<file path="config.mk">
export PLATFORM = sky130hd
export DESIGN_NAME = wb_arbiter
export DESIGN_NICKNAME = d
export VERILOG_FILES = /design/src/rtl/wb_arbiter.sv
export SDC_FILE = /design/constraint.sdc
export NUM_CORES = 1
export LEC_CHECK = 0
export CAP_MARGIN = 20
export CORE_AREA = 2 2 88 90
export CTS_CLUSTER_DIAMETER = 100
export DETAILED_ROUTE_END_ITERATION = 10
export DIE_AREA = 0 0 90 92
export PLACE_DENSITY_LB_ADDON = 0.1
export REMOVE_ABC_BUFFERS = 1
export SLEW_MARGIN = 20
export SYNTH_ARGS = -nofsm -noshare
export SYNTH_HDL_FRONTEND = slang
export SYNTH_SLANG_ARGS = --single-unit
</file>
<file path="constraint.sdc">
create_clock -name clk -period 4.9 [get_ports clk]
set_clock_uncertainty 0.2 [all_clocks]
set_input_delay 0.735 -clock clk [delete_from_list [all_inputs] [get_ports clk]]
set_output_delay 0.735 -clock clk [all_outputs]
set_load 0.05 [all_outputs]
</file>
<file path="src/rtl/wb_arbiter.sv">
// wb_arbiter: N-source register-file writeback arbiter. Each source owns a
// one-entry holding slot; one slot per cycle is granted into a registered
// single write port (fixed priority with starvation override, or round-robin).
module wb_arbiter #(
  parameter int DATA_W   = 8,
  parameter int REG_AW   = 3,
  parameter int NUM_SRC  = 2,
  parameter int ARB_MODE = 0,
  parameter int MAX_WAIT = 4
) (
  input  logic                      clk,
  input  logic                      rst,
  input  logic [NUM_SRC-1:0]        src_valid,
  output logic [NUM_SRC-1:0]        src_ready,
  input  logic [NUM_SRC*DATA_W-1:0] src_data,
  input  logic [NUM_SRC*REG_AW-1:0] src_dest,
  output logic                      wb_write,
  output logic [DATA_W-1:0]         wb_data,
  output logic [REG_AW-1:0]         wb_dest,
  output logic [$clog2(NUM_SRC)-1:0] wb_src,
  output logic                      wb_conflict,
  output logic [NUM_SRC-1:0]        pending
);

  localparam int SRC_W  = $clog2(NUM_SRC);
  localparam int WAIT_W = $clog2(MAX_WAIT + 1);

  // Holding slots
  logic [NUM_SRC-1:0] full_q, full_d;
  logic [DATA_W-1:0]  data_q [NUM_SRC];
  logic [DATA_W-1:0]  data_d [NUM_SRC];
  logic [REG_AW-1:0]  dest_q [NUM_SRC];
  logic [REG_AW-1:0]  dest_d [NUM_SRC];
  logic [WAIT_W-1:0]  wait_q [NUM_SRC];
  logic [WAIT_W-1:0]  wait_d [NUM_SRC];
  logic [SRC_W-1:0]   rr_q, rr_d;

  // Output register
  logic               wb_write_q;
  logic [DATA_W-1:0]  wb_data_q;
  logic [REG_AW-1:0]  wb_dest_q;
  logic [SRC_W-1:0]   wb_src_q;
  logic               wb_conflict_q;

  logic [NUM_SRC-1:0] grant, load;
  logic               gnt_any;
  logic [SRC_W-1:0]   gnt_idx;
  logic               conflict_d;

  // Grant selection from slot state only
  always_comb begin
    grant   = '0;
    gnt_any = 1'b0;
    gnt_idx = '0;
    if (ARB_MODE == 0) begin
      for (int unsigned i = 0; i < NUM_SRC; i++) begin
        if (!gnt_any && full_q[i] && (wait_q[i] == WAIT_W'(MAX_WAIT))) begin
          gnt_any = 1'b1;
          gnt_idx = SRC_W'(i);
        end
      end
      for (int unsigned i = 0; i < NUM_SRC; i++) begin
        if (!gnt_any && full_q[i]) begin
          gnt_any = 1'b1;
          gnt_idx = SRC_W'(i);
        end
      end
    end else begin
      // Wrapped search split into two ascending passes: [rr..N-1] then [0..rr-1]
      for (int unsigned i = 0; i < NUM_SRC; i++) begin
        if (!gnt_any && full_q[i] && (SRC_W'(i) >= rr_q)) begin
          gnt_any = 1'b1;
          gnt_idx = SRC_W'(i);
        end
      end
      for (int unsigned i = 0; i < NUM_SRC; i++) begin
        if (!gnt_any && full_q[i] && (SRC_W'(i) < rr_q)) begin
          gnt_any = 1'b1;
          gnt_idx = SRC_W'(i);
        end
      end
    end
    if (gnt_any) grant[gnt_idx] = 1'b1;
  end

  // Handshake, slot next-state, pointer and conflict detection
  always_comb begin
    src_ready  = rst ? '0 : (~full_q | grant);
    load       = src_valid & src_ready;
    full_d     = full_q;
    rr_d       = rr_q;
    conflict_d = 1'b0;
    for (int unsigned i = 0; i < NUM_SRC; i++) begin
      data_d[i] = data_q[i];
      dest_d[i] = dest_q[i];
      wait_d[i] = wait_q[i];
      if (load[i]) begin
        full_d[i] = 1'b1;
        data_d[i] = src_data[i*DATA_W +: DATA_W];
        dest_d[i] = src_dest[i*REG_AW +: REG_AW];
        wait_d[i] = '0;
      end else if (grant[i]) begin
        full_d[i] = 1'b0;
        wait_d[i] = '0;
      end else if (full_q[i] && (wait_q[i] != WAIT_W'(MAX_WAIT))) begin
        wait_d[i] = wait_q[i] + 1'b1;
      end
    end
    if (gnt_any) begin
      rr_d = (gnt_idx == SRC_W'(NUM_SRC - 1)) ? '0 : gnt_idx + 1'b1;
      for (int unsigned j = 0; j < NUM_SRC; j++) begin
        if ((SRC_W'(j) != gnt_idx) && full_q[j] && !load[j] &&
            (dest_q[j] == dest_q[gnt_idx]))
          conflict_d = 1'b1;
      end
    end
  end

  // Slot, wait-counter and pointer state
  always_ff @(posedge clk) begin
    if (rst) begin
      full_q <= '0;
      rr_q   <= '0;
      for (int unsigned i = 0; i < NUM_SRC; i++) begin
        data_q[i] <= '0;
        dest_q[i] <= '0;
        wait_q[i] <= '0;
      end
    end else begin
      full_q <= full_d;
      rr_q   <= rr_d;
      for (int unsigned i = 0; i < NUM_SRC; i++) begin
        data_q[i] <= data_d[i];
        dest_q[i] <= dest_d[i];
        wait_q[i] <= wait_d[i];
      end
    end
  end

  // Registered write port; payload holds when nothing is granted
  always_ff @(posedge clk) begin
    if (rst) begin
      wb_write_q    <= 1'b0;
      wb_data_q     <= '0;
      wb_dest_q     <= '0;
      wb_src_q      <= '0;
      wb_conflict_q <= 1'b0;
    end else begin
      wb_write_q    <= gnt_any;
      wb_conflict_q <= conflict_d;
      if (gnt_any) begin
        wb_data_q <= data_q[gnt_idx];
        wb_dest_q <= dest_q[gnt_idx];
        wb_src_q  <= gnt_idx;
      end
    end
  end

  assign wb_write    = wb_write_q;
  assign wb_data     = wb_data_q;
  assign wb_dest     = wb_dest_q;
  assign wb_src      = wb_src_q;
  assign wb_conflict = wb_conflict_q;
  assign pending     = full_q;

endmodule

</file>
==> qor.yml <==
status:
  outcome: "finished, final reports clean"
worst_setup_path:
  r2r-end: "data_q[1][5]"
  worst_path_dominant_cell_family: "buffers and inverters"
  critical_path_required_ns: 3.96
  path_cells: "inv_1 > ha_1 > nand2_1 > a21oi_1 > nor2_1 > clkdlybuf4s50_1"
  cp.arrival_ns: 2.56
  reg2reg_slack_ns: 2.29
  cp-end-kind: "output pin"
  start_kind: "flip-flop"
  slowest_delay_ns: 0.81
  critical_path_class: "flip-flop to output pin"
  r2r_cells: 6
  cp_max_fo: 14
  rr_startpoint: "wait_q[0][0]"
  path_buf_inv: 2
  slowest_stage: "clkdlybuf4s50_1"
power_and_ir_drop:
  power_frac_comb: 0.171
  power_uw: 832
  p_int_uw: 615
  vdd_drop_max_mv: 0.149
  leakagePower_nw: 0.977
  clock_power_share: 0.332
  swShare: 0.261
  cellPowerDensity_mw_per_mm2: 310
  power_switching_uw: 217
  pwr-share-seq: 0.498
timing:
  timing.hold.ws_ns: 0.280
  final-hold-violation-count: 0
  fmax_ghz: 0.286
  slew_headroom: 0.617
  tightest_slew_ns: 0.575
  period_share: 0.713
  slew_viol_final: 0
  timing.final.crit_period_ns: 3.49
  setup_viol_count_final: 0
  timing.setup.tns_ns: 0
  rsz0062_at_grt: "no"
final_layout:
  drive_gt1_frac: 0.0714
  layout_common_cells: "clkdlybuf4s50_1, dfxtp_1, nor2_1"
  nets: 281
  final_common_cell: "clkdlybuf4s50_1"
  final_util: 0.361
  antennaDiodeCount: 0
  design_area_mm2: 0.00269
  synthToLayoutAreaGrowth_pct: 31.1
  fill_cells: 774
global_routing:
  grt_start_max_net_pins: 32
  grt_use_total: 0.120
  antenna_found_initial: 0
  grt_pass1_vias: 1532
  grt_first_pass_wirelength_um: 7870
  grt_overflow_total: 0
synthesis:
  ys_async_sr_fraction: 0
  synth_cell_types: 32
  yosys_register_bits: 44
  ys_seq_area_frac: 0.508
  synthCells: 210
  synthFlopType: "dfxtp_1"
  syn_avg_cell_area_um2: 9.76
  syn_area_mm2: 0.00205
  synth_edf_count: 16
  synth_warnings: 0
clock_tree:
  root_buffer: "clkbuf_8"
  cts_tree: "built"
  cts_setup_buffers: 0
  numCtsBuffers: 5
  clk_latency_ns: 0.29
  clk_pin_slew_ns: 0.08
  htree_levels: 2
  cts-hold-fix-buffers: 0
  cts_resized: 0
  clkSinkCount: 44
  ctsLongestPathBuffers: 2
floorplan:
  start_util: 0.275
  ioPinCount: 44
  die_height_um: 92
  row_count: 32
  die_x_um: 90
  die-area_mm2: 0.00828
  core-area_mm2: 0.00745
min_path:
  hold_end: "wait_q[0][4]"
  min-delay-start: "wait_q[0][4]"
  min_path_type: "flip-flop to flip-flop"
  hold_path_depth: 2
placed_design:
  hpwl_um: 3150
  numPortBuffers: 43
  routabilityCongestion: 0.710
  dpl-instance-area_mm2: 0.00257
run:
  cap_violations: 0
drt:
  wl_um: 4670
  drt_iter0_drc: 49
  dr.pass1.iters: 4
  wire_per_inst_um: 13.2
  drc: 0
  via_per_inst: 4.41
  ant_nets: 0
  vias: 1561
## worst reg2reg max path, stage by stage (launching register included)
cell and delay [ns]:
dfxtp_1 0.38, inv_1 0.06, ha_1 0.21, nand2_1 0.41, a21oi_1 0.25, nor2b_2 0.31, or2_1 0.44
## worst max-delay path by stage
stage | start | depth (start not counted) | to | slack [ns]
after floorplan | pending[1] | 3 | src_ready[1] | 1.91
after global placement | rst | 3 | src_ready[1] | 1.72
after detailed placement | rst | 3 | src_ready[1] | 1.70
after CTS | wait_q[0][0] | 6 | src_ready[1] | 1.38
after global routing | wait_q[0][3] | 6 | src_ready[1] | 1.24
final | wait_q[0][0] | 6 | src_ready[1] | 1.41
## metal layers
layer	vias to the layer above	global-route usage	wire [um]
met5	-	0	0
met4	0	0.0308	36
met3	4	0.0329	192
met2	30	0.190	2160
met1	714	0.163	2280
li1	813	-	-
## synthesized netlist by cell type (2+ instances only)
cell      count  area share
nor2_1       26       0.048
ha_1          4       0.024
nor3_1        6       0.015
a311oi_1      8       0.034
clkbuf_1      6       0.011
nand2b_1     16       0.049
o21ai_1       2      0.0049
mux2i_1       7       0.034
a21oi_1      22       0.054
xnor2_1       2      0.0085
o221a_1       3       0.016
edfxtp_1     16        0.23
nand2_1      17       0.031
dfxtp_1      28        0.27
buf_2         5       0.012
and4b_1       2      0.0098
o21bai_1      3       0.011
inv_1         4      0.0073
and2_1       17       0.052
nand3_1       4      0.0098
## cell families after synthesis
| kind of cell | count (synthesis) | share of synthesized area |
|---|---|---|
| muxes | 7 | 0.0342 |
| and+or+nand+nor | 94 | 0.236 |
| AOI/OAI and AO/OA | 42 | 0.150 |
| buffers and inverters | 16 | 0.0342 |
| xor gates and xnor gates | 3 | 0.0128 |
| DFF | 44 | 0.508 |
| adders and majority gates | 4 | 0.0244 |
## power groups by stage
stage          Sequential, mW  Clock (mW)  Combinational (mW)
3_5_place_dp            0.423           0               0.144
4_1_cts                 0.415       0.287               0.145
3_3_place_gp            0.423           0               0.145
2_1_floorplan           0.457           0              0.0489
6_report                0.414       0.276               0.142
5_1_grt                 0.417       0.304               0.155
## final cells by class
type / instances / area (um^2) / area share
Sequential cell: 44 / 1040 / 0.388
Multi-Input combinational cell: 150 / 938 / 0.349
Timing Repair Buffer: 46 / 453 / 0.169
Tap cell: 102 / 128 / 0.0475
Clock buffer: 5 / 68.8 / 0.0256
Clock inverter: 3 / 42.5 / 0.0158
Inverter: 4 / 15.0 / 0.00559
## state kept, by name, indices dropped and copies added (netlist names)
register / flops
dest_q: 6
data_q: 16
wb_src: 1
wb_conflict: 1
wb_write: 1
pending: 2
wb_dest: 3
wb_data: 8
wait_q: 6
## per-stage QoR
step | worst slack [ns] | cells
after global routing | 1.24 | 354
after detailed placement | 1.70 | 346
after floorplan | 1.91 | 198
final | 1.41 | 354
after global placement | 1.72 | 346
after CTS | 1.38 | 354
Note: power is estimated with default switching activity, not from simulation.
